<file path="config.mk">
export PLATFORM = sky130hd
export DESIGN_NAME = mips_cpu_muldiv_flat
export DESIGN_NICKNAME = d
export VERILOG_FILES = /design/src/rtl/mips_cpu_pkg.sv /design/src/rtl/mips_cpu_muldiv_if.sv /design/src/rtl/mips_cpu_muldiv_datapath.sv /design/src/rtl/mips_cpu_muldiv.sv /design/src/flat_wrapper.sv
export SDC_FILE = /design/constraint.sdc
export NUM_CORES = 1
export LEC_CHECK = 0
export CAP_MARGIN = 20
export CORE_MARGIN = 3
export CORE_UTILIZATION = 43
export DETAILED_ROUTE_END_ITERATION = 16
export GPL_ROUTABILITY_DRIVEN = 1
export PLACE_DENSITY_LB_ADDON = 0.05
export SYNTH_ARGS = -nofsm -noshare
export SYNTH_HDL_FRONTEND = slang
export SYNTH_HIERARCHICAL = 1
export SYNTH_SLANG_ARGS = --single-unit
export TNS_END_PERCENT = 100
</file>
<file path="constraint.sdc">
create_clock -name clk -period 5.4 [get_ports clk]
set_clock_uncertainty 0.1 [all_clocks]
set_input_delay 0.54 -clock clk [delete_from_list [all_inputs] [get_ports clk]]
set_output_delay 0.54 -clock clk [all_outputs]
set_load 0.01 [all_outputs]
</file>
<file path="src/rtl/mips_cpu_pkg.sv">
// rtl/mips_cpu_pkg.sv - shared types for the MIPS multiply/divide unit
// Op encodings, FSM states and op-class helpers.
package mips_cpu_pkg;

  typedef enum logic [2:0] {
    OP_MULT   = 3'd0,
    OP_MULTU  = 3'd1,
    OP_DIV    = 3'd2,
    OP_DIVU   = 3'd3,
    OP_MTHI   = 3'd4,
    OP_MTLO   = 3'd5,
    OP_RSVD6  = 3'd6,
    OP_RSVD7  = 3'd7
  } muldiv_op_t;

  typedef enum logic [1:0] {
    IDLE  = 2'd0,
    CALC  = 2'd1,
    FIXUP = 2'd2
  } muldiv_state_t;

  localparam muldiv_op_t OP_RSVD_FIRST = OP_RSVD6;
  localparam muldiv_op_t OP_RSVD_LAST  = OP_RSVD7;

  function automatic logic op_is_iterative(input muldiv_op_t op);
    return op inside {OP_MULT, OP_MULTU, OP_DIV, OP_DIVU};
  endfunction

  function automatic logic op_is_signed(input muldiv_op_t op);
    return op inside {OP_MULT, OP_DIV};
  endfunction

  function automatic logic op_is_div(input muldiv_op_t op);
    return op inside {OP_DIV, OP_DIVU};
  endfunction

endpackage

</file>
<file path="src/rtl/mips_cpu_muldiv_if.sv">
// rtl/mips_cpu_muldiv_if.sv - request/result bundle between pipeline and mul/div unit
// master = pipeline side, slave = mul/div unit.
interface mips_cpu_muldiv_if
  import mips_cpu_pkg::*;
#(
  parameter int WIDTH = 32
);
  logic             start;
  muldiv_op_t       op;
  logic [WIDTH-1:0] rs_content;
  logic [WIDTH-1:0] rt_content;
  logic             busy;
  logic             done;
  logic             div_by_zero;
  logic [WIDTH-1:0] hi;
  logic [WIDTH-1:0] lo;

  modport master (
    output start, op, rs_content, rt_content,
    input  busy, done, div_by_zero, hi, lo
  );

  modport slave (
    input  start, op, rs_content, rt_content,
    output busy, done, div_by_zero, hi, lo
  );
endinterface

</file>
<file path="src/rtl/mips_cpu_muldiv_datapath.sv">
// rtl/mips_cpu_muldiv_datapath.sv - radix-2 shift-add / restoring-divide engine
// Works on magnitudes; signs are reapplied combinationally into hi_next/lo_next.
module mips_cpu_muldiv_datapath #(
  parameter int WIDTH = 32
) (
  input  logic             clk,
  input  logic             reset,
  input  logic             load,
  input  logic             step,
  input  logic             fixup,
  input  logic             is_signed,
  input  logic             is_div,
  input  logic [WIDTH-1:0] rs_content,
  input  logic [WIDTH-1:0] rt_content,
  output logic [WIDTH-1:0] hi_next,
  output logic [WIDTH-1:0] lo_next,
  output logic             div_zero
);

  logic [2*WIDTH-1:0] acc;
  logic [2*WIDTH-1:0] acc_step;
  logic [2*WIDTH-1:0] prod_signed;
  logic [WIDTH-1:0]   operand;
  logic [WIDTH-1:0]   raw_rs;
  logic               div_mode;
  logic               neg_res;
  logic               neg_rem;

  logic               a_neg;
  logic               b_neg;
  logic [WIDTH-1:0]   a_mag;
  logic [WIDTH-1:0]   b_mag;
  logic [WIDTH:0]     mul_sum;
  logic [WIDTH:0]     div_shift;
  logic [WIDTH-1:0]   div_diff;
  logic               div_ge;
  logic [WIDTH-1:0]   quot;
  logic [WIDTH-1:0]   rem;

  always_comb begin
    a_neg = is_signed & rs_content[WIDTH-1];
    b_neg = is_signed & rt_content[WIDTH-1];
    a_mag = a_neg ? -rs_content : rs_content;
    b_mag = b_neg ? -rt_content : rt_content;
  end

  // acc holds {partial, multiplier} for multiply and {remainder, dividend/quotient} for divide
  always_comb begin
    mul_sum   = {1'b0, acc[2*WIDTH-1:WIDTH]} + (acc[0] ? {1'b0, operand} : '0);
    div_shift = {acc[2*WIDTH-1:WIDTH], acc[WIDTH-1]};
    div_ge    = div_shift >= {1'b0, operand};
    div_diff  = div_shift[WIDTH-1:0] - operand;
    if (div_mode) begin
      acc_step = {(div_ge ? div_diff : div_shift[WIDTH-1:0]), acc[WIDTH-2:0], div_ge};
    end else begin
      acc_step = {mul_sum, acc[WIDTH-1:1]};
    end
  end

  always_comb begin
    prod_signed = neg_res ? -acc : acc;
    quot        = acc[WIDTH-1:0];
    rem         = acc[2*WIDTH-1:WIDTH];
    hi_next     = prod_signed[2*WIDTH-1:WIDTH];
    lo_next     = prod_signed[WIDTH-1:0];
    if (div_mode) begin
      if (div_zero) begin
        hi_next = raw_rs;
        lo_next = '1;
      end else begin
        hi_next = neg_rem ? -rem : rem;
        lo_next = neg_res ? -quot : quot;
      end
    end
  end

  always_ff @(posedge clk or posedge reset) begin
    if (reset) begin
      acc      <= '0;
      operand  <= '0;
      raw_rs   <= '0;
      div_mode <= 1'b0;
      neg_res  <= 1'b0;
      neg_rem  <= 1'b0;
      div_zero <= 1'b0;
    end else if (load) begin
      acc      <= {{WIDTH{1'b0}}, a_mag};
      operand  <= b_mag;
      raw_rs   <= rs_content;
      div_mode <= is_div;
      neg_res  <= a_neg ^ b_neg;
      neg_rem  <= a_neg;
      div_zero <= is_div && (rt_content == '0);
    end else if (step) begin
      acc <= acc_step;
    end else if (fixup) begin
      acc <= '0;
    end
  end

endmodule

</file>
<file path="src/rtl/mips_cpu_muldiv.sv">
// rtl/mips_cpu_muldiv.sv - multi-cycle MULT/MULTU/DIV/DIVU/MTHI/MTLO unit with HI/LO
// FSM, iteration counter, architectural HI/LO and the sticky divide-by-zero flag.
module mips_cpu_muldiv
  import mips_cpu_pkg::*;
#(
  parameter  int WIDTH = 32,
  localparam int CNT_W = $clog2(WIDTH) + 1
) (
  input  logic             clk,
  input  logic             reset,
  mips_cpu_muldiv_if.slave bus
);

  muldiv_state_t    state;
  muldiv_state_t    state_next;
  logic [CNT_W-1:0] cnt;
  logic             accept;
  logic             load;
  logic             step;
  logic             fixup;
  logic [WIDTH-1:0] hi_q;
  logic [WIDTH-1:0] lo_q;
  logic [WIDTH-1:0] hi_next;
  logic [WIDTH-1:0] lo_next;
  logic             done_q;
  logic             dz_q;
  logic             dp_div_zero;

  always_comb begin
    state_next = state;
    accept     = 1'b0;
    load       = 1'b0;
    step       = 1'b0;
    fixup      = 1'b0;
    case (state)
      IDLE: begin
        accept = bus.start;
        load   = bus.start && op_is_iterative(bus.op);
        if (load) state_next = CALC;
      end
      CALC: begin
        step = 1'b1;
        if (cnt == CNT_W'(WIDTH - 1)) state_next = FIXUP;
      end
      FIXUP: begin
        fixup      = 1'b1;
        state_next = IDLE;
      end
      default: state_next = IDLE;
    endcase
  end

  always_ff @(posedge clk or posedge reset) begin
    if (reset) begin
      state <= IDLE;
      cnt   <= '0;
    end else begin
      state <= state_next;
      if (load) begin
        cnt <= '0;
      end else if (step) begin
        cnt <= cnt + 1'b1;
      end
    end
  end

  // HI/LO only move on MTHI/MTLO in IDLE or on the single FIXUP edge
  always_ff @(posedge clk or posedge reset) begin
    if (reset) begin
      hi_q   <= '0;
      lo_q   <= '0;
      done_q <= 1'b0;
      dz_q   <= 1'b0;
    end else begin
      done_q <= fixup;
      if (fixup) begin
        hi_q <= hi_next;
        lo_q <= lo_next;
        if (dp_div_zero) dz_q <= 1'b1;
      end else if (accept) begin
        if (bus.op == OP_MTHI) hi_q <= bus.rs_content;
        if (bus.op == OP_MTLO) lo_q <= bus.rs_content;
        if (load) dz_q <= 1'b0;
      end
    end
  end

  mips_cpu_muldiv_datapath #(
    .WIDTH (WIDTH)
  ) u_datapath (
    .clk        (clk),
    .reset      (reset),
    .load       (load),
    .step       (step),
    .fixup      (fixup),
    .is_signed  (op_is_signed(bus.op)),
    .is_div     (op_is_div(bus.op)),
    .rs_content (bus.rs_content),
    .rt_content (bus.rt_content),
    .hi_next    (hi_next),
    .lo_next    (lo_next),
    .div_zero   (dp_div_zero)
  );

  assign bus.busy        = (state != IDLE);
  assign bus.done        = done_q;
  assign bus.div_by_zero = dz_q;
  assign bus.hi          = hi_q;
  assign bus.lo          = lo_q;

endmodule
</file>
<file path="src/flat_wrapper.sv">
// flat-port wrapper written by rule: the top's interface ports become plain ports
module mips_cpu_muldiv_flat import mips_cpu_pkg::*;
#(
  parameter  int WIDTH = 32,
  localparam int CNT_W = $clog2(WIDTH) + 1
)
  (clk, reset, bus_start, bus_op, bus_rs_content, bus_rt_content, bus_busy, bus_done, bus_div_by_zero, bus_hi, bus_lo);
  mips_cpu_muldiv_if #(.WIDTH(WIDTH)) bus_i ();
  input  logic clk;
  input  logic reset;
  input wire logic [$bits(bus_i.start)-1:0] bus_start;
  input wire logic [$bits(bus_i.op)-1:0] bus_op;
  input wire logic [$bits(bus_i.rs_content)-1:0] bus_rs_content;
  input wire logic [$bits(bus_i.rt_content)-1:0] bus_rt_content;
  output wire logic [$bits(bus_i.busy)-1:0] bus_busy;
  output wire logic [$bits(bus_i.done)-1:0] bus_done;
  output wire logic [$bits(bus_i.div_by_zero)-1:0] bus_div_by_zero;
  output wire logic [$bits(bus_i.hi)-1:0] bus_hi;
  output wire logic [$bits(bus_i.lo)-1:0] bus_lo;
  assign bus_i.start = bus_start;
  assign bus_i.op = bus_op;
  assign bus_i.rs_content = bus_rs_content;
  assign bus_i.rt_content = bus_rt_content;
  assign bus_busy = bus_i.busy;
  assign bus_done = bus_i.done;
  assign bus_div_by_zero = bus_i.div_by_zero;
  assign bus_hi = bus_i.hi;
  assign bus_lo = bus_i.lo;
  mips_cpu_muldiv #(.WIDTH(WIDTH)) u_core (.clk(clk), .reset(reset), .bus(bus_i));
endmodule
</file>
After elaboration in Yosys (flattened, before gate mapping)
Cells that the tools add are included.

Latch bits: 0. Memory bits (read-only): 0. Memory bits (writable): 0. Input port bits: 70. Bits in registers: 206. Memories kept: 0. Logic and storage cells: 89.

Multiply operators: 0. Reductions and logical operators: 19. Magnitude comparators: 1. Eq/ne operators: 11. Div/mod/pow operators: 0. Bitwise logic cells: 3. Mux-type cells: 34. Add/subtract/negate cells: 8. Shift-type cells: 0.

Operator list (count): $mux 32 (16); $mux 64 (5); $neg 32->32 (4); $neg 64->64 (1); $add 32x32->33 (1); $ge 33x32->1 (1); $logic_not 32->1 (1); $sub 32x32->32 (1); $reduce_bool 2->1 (8); $mux 6 (2); $mux 1 (8); $add 6x1->6 const B (1); $eq 3x2->1 const B (2); $eq 3x3->1 const B (2); $eq 6x5->1 const B (1); $reduce_and 2->1 (3); $mux 2 (2); $ne 2x1->1 const B (2); $pmux 2 s2 (1); $reduce_bool 4->1 (1); $eq 3x1->1 const B (1); $logic_not 3->1 (1); $reduce_and 3->1 (1); $reduce_bool 3->1 (1); 7 further kinds (9).

Logic depth before layout (Yosys ltp)
Depth after elaboration: 7. Mapped depth: 16. Mapped depth without buffers: 14.

By module
The synthesis kept the hierarchy.

Modules (own cells, without submodules): mips_cpu_muldiv_datapath (area an instance 12974.9 um^2, cells an instance 1687, times used 1); mips_cpu_muldiv (area an instance 4000.1 um^2, cells an instance 383, times used 1).

Worst setup path before layout
No wires, ideal clock.

Path type: register to register. Start point: register u_core.u_datapath.acc[33]. End point: register u_core.hi_q[26], in the netlist u_core/bus.hi[26]. Period minus slack after synthesis: 3765 ps. Arrival: 3537 ps. Setup slack: 1635 ps. Cell stages (with the launch flop): 15. Data required time: 5171 ps. Path through: dfrtp_1 > inv_1 > ha_1 > or3b_4 > or3_4 > or4b_4 > or3_1 > buf_6 > or3_4 > nor2_2 > o21bai_1 > a211oi_2 > a211oi_2 > o22ai_1 > a211oi_2.

Word-level cells in the longest chain between the ends: 5. Elaborated cells on any way between the ends: 7.

Ends and longest elaborated chain: start, declared (RTL line mips_cpu_muldiv_datapath.sv:20) `logic [2*WIDTH-1:0] acc;`; start signal, assigned (RTL line mips_cpu_muldiv_datapath.sv:87) `acc <= {{WIDTH{1'b0}}, a_mag};`; start signal, assigned (RTL line mips_cpu_muldiv_datapath.sv:95) `acc <= acc_step;`; $neg 32->32 (RTL line mips_cpu_muldiv_datapath.sv:71) `hi_next = neg_rem ? -rem : rem;`; $mux 32 (RTL line mips_cpu_muldiv_datapath.sv:71); $mux 32 (RTL line mips_cpu_muldiv_datapath.sv:67) `if (div_zero) begin`; $mux 32 (*) (RTL line mips_cpu_muldiv_datapath.sv:66) `if (div_mode) begin`; named net u_core.hi_next[26] (RTL line mips_cpu_muldiv.sv:23) `logic [WIDTH-1:0] hi_next;`; $mux 32 (*) (RTL line mips_cpu_muldiv.sv:76) `if (fixup) begin`; end signal, assigned (RTL line mips_cpu_muldiv.sv:77) `hi_q <= hi_next;`; end signal, assigned (RTL line mips_cpu_muldiv.sv:81) `if (bus.op == OP_MTHI) hi_q <= bus.rs_content;`; end, declared (RTL line mips_cpu_muldiv.sv:21) `logic [WIDTH-1:0] hi_q;`.

The timed path passes the listed nets; every way through them passes the cells marked *. A chain may end at the register's enable or synchronous reset.

Worst setup path in the final report
Start point: register u_core.u_datapath.acc[0]. End point: register u_core.u_datapath.acc[58].

Word-level cells in the longest chain between the ends: 5.

Ends and longest elaborated chain: $mux 32 (RTL line mips_cpu_muldiv_datapath.sv:49) `mul_sum = {1'b0, acc[2*WIDTH-1:WIDTH]} + (acc[0] ? {1'b0, operand} : '0);`; $add 32x32->33 (RTL line mips_cpu_muldiv_datapath.sv:49); $mux 64 (RTL line mips_cpu_muldiv_datapath.sv:53) `if (div_mode) begin`; $mux 64 (RTL line mips_cpu_muldiv_datapath.sv:94) `end else if (step) begin`; $mux 64 (RTL line mips_cpu_muldiv_datapath.sv:86) `end else if (load) begin`.

Every way passes these cells.

==> run metrics <==
run status complete, no violations; total power per unit cell area 531.1 nW/µm²; number of sinks on the clock net 206; worst flop-to-flop path startpoint u_core/u_datapath/acc[0]$_DFFE_PP0P_; Placed Cells 2,613; setup tns final 0 ns; number of antenna-violating nets in the routed design 0; final critical delay including setup and external delays roughly 4.4 ns; number of buffers on the longest clock path 3; final period utilization 0.8238; largest net degree at the start of global routing 83; post-layout net count 2,264; routed length per instance ~23 µm; share of synthesized registers carrying an async set or reset 1.000; number of enable-type register cells in the synthesized netlist 0; total leakage power 8.112 nW; netlist area before placement 16,980 µm²; root buf cell sky130_fd_sc_hd__clkbuf_16; fillers 3,861; Synthesis Warnings 6; end point of the critical path u_core/u_datapath/acc[58]$_DFFE_PP0P_; data required time at the worst endpoint ~5.7 ns; core region area 38,830 µm²; count of hold buffers inserted by post-cts repair 0; number of clock buffers inserted by TritonCTS 26; DRC violation count after routing 0; maximum ir drop on the vdd rail 343.0 µV; kind of end point of the critical path register; Crit Reg-Reg Endpoint u_core/u_datapath/acc[58]$_DFFE_PP0P_; FF+latch count, synth 206; worst-case register-to-register setup slack 0.95 ns; via total after detailed routing 16,486; commonest non-fill, non-tap cell in the layout sky130_fd_sc_hd__nor2_1; final count of hold timing violations 0; fmax ~220 MHz; main area contributors after synthesis sky130_fd_sc_hd__dfrtp_1 30%, sky130_fd_sc_hd__a21oi_1 5.7%, sky130_fd_sc_hd__ha_1 5.1%; clock transition at the registers of the reported paths around 0.060 ns; vertical die dimension 204.7 µm; critical path, cell by cell inv_1 > nor2_1 > ha_1 > and2_1 > nor4_1 > a211oi_1 > a221o_1 > a21oi_1 > o21ai_0 > a31oi_1 > xnor2_1 > a21o_1 > a32o_1; width of the chip 204.7 µm; count of cells resized by post-cts repair 0; starting density of the core 0.4372; latest clock arrival within the worst-skew pair approximately 0.56 ns; Tightest Hold Check Type register to register; setup repair after global routing missed its margin false; H-tree Lvls 1; Initial DRC Count approximately 1,300; reg2reg path depth 13; count of port buffers added during placement 136; critical path launch point type register; number of placement rows 72; initial antenna violation count 0; most area-hungry cell type in the Yosys netlist sky130_fd_sc_hd__dfrtp_1; data arrival time at the worst-slack endpoint 4.79 ns; top-area cell type share of the netlist area 0.3037; sequential-to-total area share from yosys stat 0.3037; half-perimeter wire length after detailed placement 43.90 mm; Pre-Repair DR Iteration Count 6; wire length of the first global-routing pass between 90 and 100 mm; class of the most critical setup path register to register; relative max-transition margin 0.2364; library cells used by synthesis 75; first element of the critical path u_core/u_datapath/acc[0]$_DFFE_PP0P_; vias in the first global route between 15,000 and 20,000; peak per-stage delay on the critical path 0.73 ns; Top delay family on crit path compound AO/OA/AOI/OAI gates; Vias per Instance 6.198; Total Wirelength 61.14 mm; Syn Nets approximately 2,200; Area growth syn-to-layout 14.87%; die outline area 41,900 µm²; Max FO, Critical Path 23; Post CTS Setup Buffer Count 0; Final setup viols 0; critical path depth 13; Boundary Pins 137; overall fraction of global-route tracks in use 0.2869; CTS tree built; count of inserted antenna diode cells 0; cell at the slowest stage of the critical path sky130_fd_sc_hd__inv_1; global route overflow 0; most used flip-flop cell after synthesis sky130_fd_sc_hd__dfrtp_1; final std cells w/o fill 2,660; maxcap violations 0; average footprint of a synthesized cell between 8 and 9 µm²; number of slew-limit violations in the final report 0; fraction of final layout cells sized beyond drive strength 1 0.1008; commonest non-fill, non-tap cells in the layout 225 x sky130_fd_sc_hd__nor2_1, 204 x sky130_fd_sc_hd__dfrtp_1, 194 x sky130_fd_sc_hd__a21oi_1; Worst-Margin Slew 1.145 ns; global placement routability congestion roughly 0.90; instance count of the mapped netlist 2,070; number of buffers and inverters on the critical path 1
## registers in the layout, indices dropped and copies added (netlist names)
register	cells
u_core/bus.div_by_zero	1
u_core/bus.done	1
u_core/bus.hi	32
u_core/bus.lo	32
u_core/cnt	6
u_core/state	2
u_core/u_datapath/acc	64
u_core/u_datapath/div_mode	1
u_core/u_datapath/div_zero	1
u_core/u_datapath/neg_rem	1
u_core/u_datapath/neg_res	1
u_core/u_datapath/operand	32
u_core/u_datapath/raw_rs	32
## worst reg2reg max path, delay by kind of cell (launching register included)
family                     cells  cell delay [ns]
DFF                            1             0.45
AOI/OAI and AO/OA              7             2.12
adders and majority gates      1             0.39
and+or+nand+nor                3             0.36
xor gates and xnor gates       1             0.18
buffers and inverters          1             0.73
## metrics by stage
step / util / setup slack [ns] / hold slack, ns / total power [mW] / instance area [µm²]
floorplan: - / 1.234 / 0.3457 / 6.805 / 16980
global placement: 0.4798 / 1.085 / 0.3800 / 8.436 / 18630
detailed placement: 0.4798 / 0.9873 / 0.3721 / 8.489 / 18630
CTS: 0.5022 / 0.9719 / 0.3792 / 10.33 / 19500
global route: 0.5022 / 0.6575 / 0.4147 / 11.15 / 19500
finish: 0.5022 / 0.9513 / 0.3767 / 10.36 / 19500
## synth_stat cells (12+ instances only)
cell                       number
sky130_fd_sc_hd__a21o_1        38
sky130_fd_sc_hd__o21ai_0      135
sky130_fd_sc_hd__and3_1        19
sky130_fd_sc_hd__o22ai_1       70
sky130_fd_sc_hd__nor4_1        18
sky130_fd_sc_hd__ha_1          69
sky130_fd_sc_hd__a221o_1       22
sky130_fd_sc_hd__o31ai_1       19
sky130_fd_sc_hd__a22oi_1       12
sky130_fd_sc_hd__xnor2_1       72
sky130_fd_sc_hd__buf_2         18
sky130_fd_sc_hd__mux2i_1       32
sky130_fd_sc_hd__dfrtp_1      206
sky130_fd_sc_hd__nor3_1       102
sky130_fd_sc_hd__o211ai_1      13
sky130_fd_sc_hd__mux2_2        51
sky130_fd_sc_hd__clkbuf_1     104
sky130_fd_sc_hd__xor2_1        65
sky130_fd_sc_hd__a21oi_1      194
sky130_fd_sc_hd__nand2b_1      24
sky130_fd_sc_hd__a31oi_1       16
sky130_fd_sc_hd__a211oi_2      62
sky130_fd_sc_hd__a221oi_1      12
sky130_fd_sc_hd__or3_1         17
sky130_fd_sc_hd__a211oi_1      30
sky130_fd_sc_hd__nand4_1       13
sky130_fd_sc_hd__nor2_1       225
sky130_fd_sc_hd__nand2_1      152
sky130_fd_sc_hd__nand3_1       24
sky130_fd_sc_hd__nor3b_1       17
sky130_fd_sc_hd__inv_1         72
sky130_fd_sc_hd__o41ai_1       13
## layout make-up
class / count / area [µm²] / share of cell area
multi-input cells: 1648 / 10930 / 0.5605
flip-flops and latches: 206 / 5162 / 0.2647
repair buffers: 169 / 1609 / 0.08251
clock buffers: 43 / 814.5 / 0.04177
well taps: 518 / 648.1 / 0.03324
inverters: 72 / 279.0 / 0.01431
clock inverters: 4 / 56.30 / 0.002887
## worst min-delay path by stage
stage,start,end,cells after the start
after CTS,u_core/cnt[4]$_DFFE_PP0P_,u_core/cnt[4]$_DFFE_PP0P_,1
final,u_core/cnt[4]$_DFFE_PP0P_,u_core/cnt[4]$_DFFE_PP0P_,1
after floorplan,u_core/cnt[4]$_DFFE_PP0P_,u_core/cnt[4]$_DFFE_PP0P_,1
after global routing,u_core/cnt[4]$_DFFE_PP0P_,u_core/cnt[4]$_DFFE_PP0P_,1
after detailed placement,u_core/cnt[4]$_DFFE_PP0P_,u_core/cnt[4]$_DFFE_PP0P_,1
after global placement,u_core/cnt[4]$_DFFE_PP0P_,u_core/cnt[4]$_DFFE_PP0P_,1
## routing by layer
layer,global-route usage,vias up,wire length [µm]
met3,0.04068,136,3337
met1,0.3683,8070,25750
met4,0.1000,0,2433
met2,0.4941,542,29620
li1,-,7738,-
met5,0,-,0
## power by group
| part | internal [mW] | switching [mW] |
|---|---|---|
| Combinational | 2.45 | 3.38 |
| Clock | 1.07 | 0.732 |
| Sequential | 1.97 | 0.761 |
| Total | 5.48 | 4.87 |
## cell families (layout without fill, tap and decap cells)
family,after synthesis,after routing,synth area share
adders and majority gates,71,71,0.05322
and+or+nand+nor,659,659,0.1841
xor gates and xnor gates,137,137,0.07069
muxes,83,83,0.05270
DFF,206,206,0.3037
AOI/OAI and AO/OA,698,698,0.2808
buffers and inverters,216,288,0.05484
(Power assumes the default switching activity.)
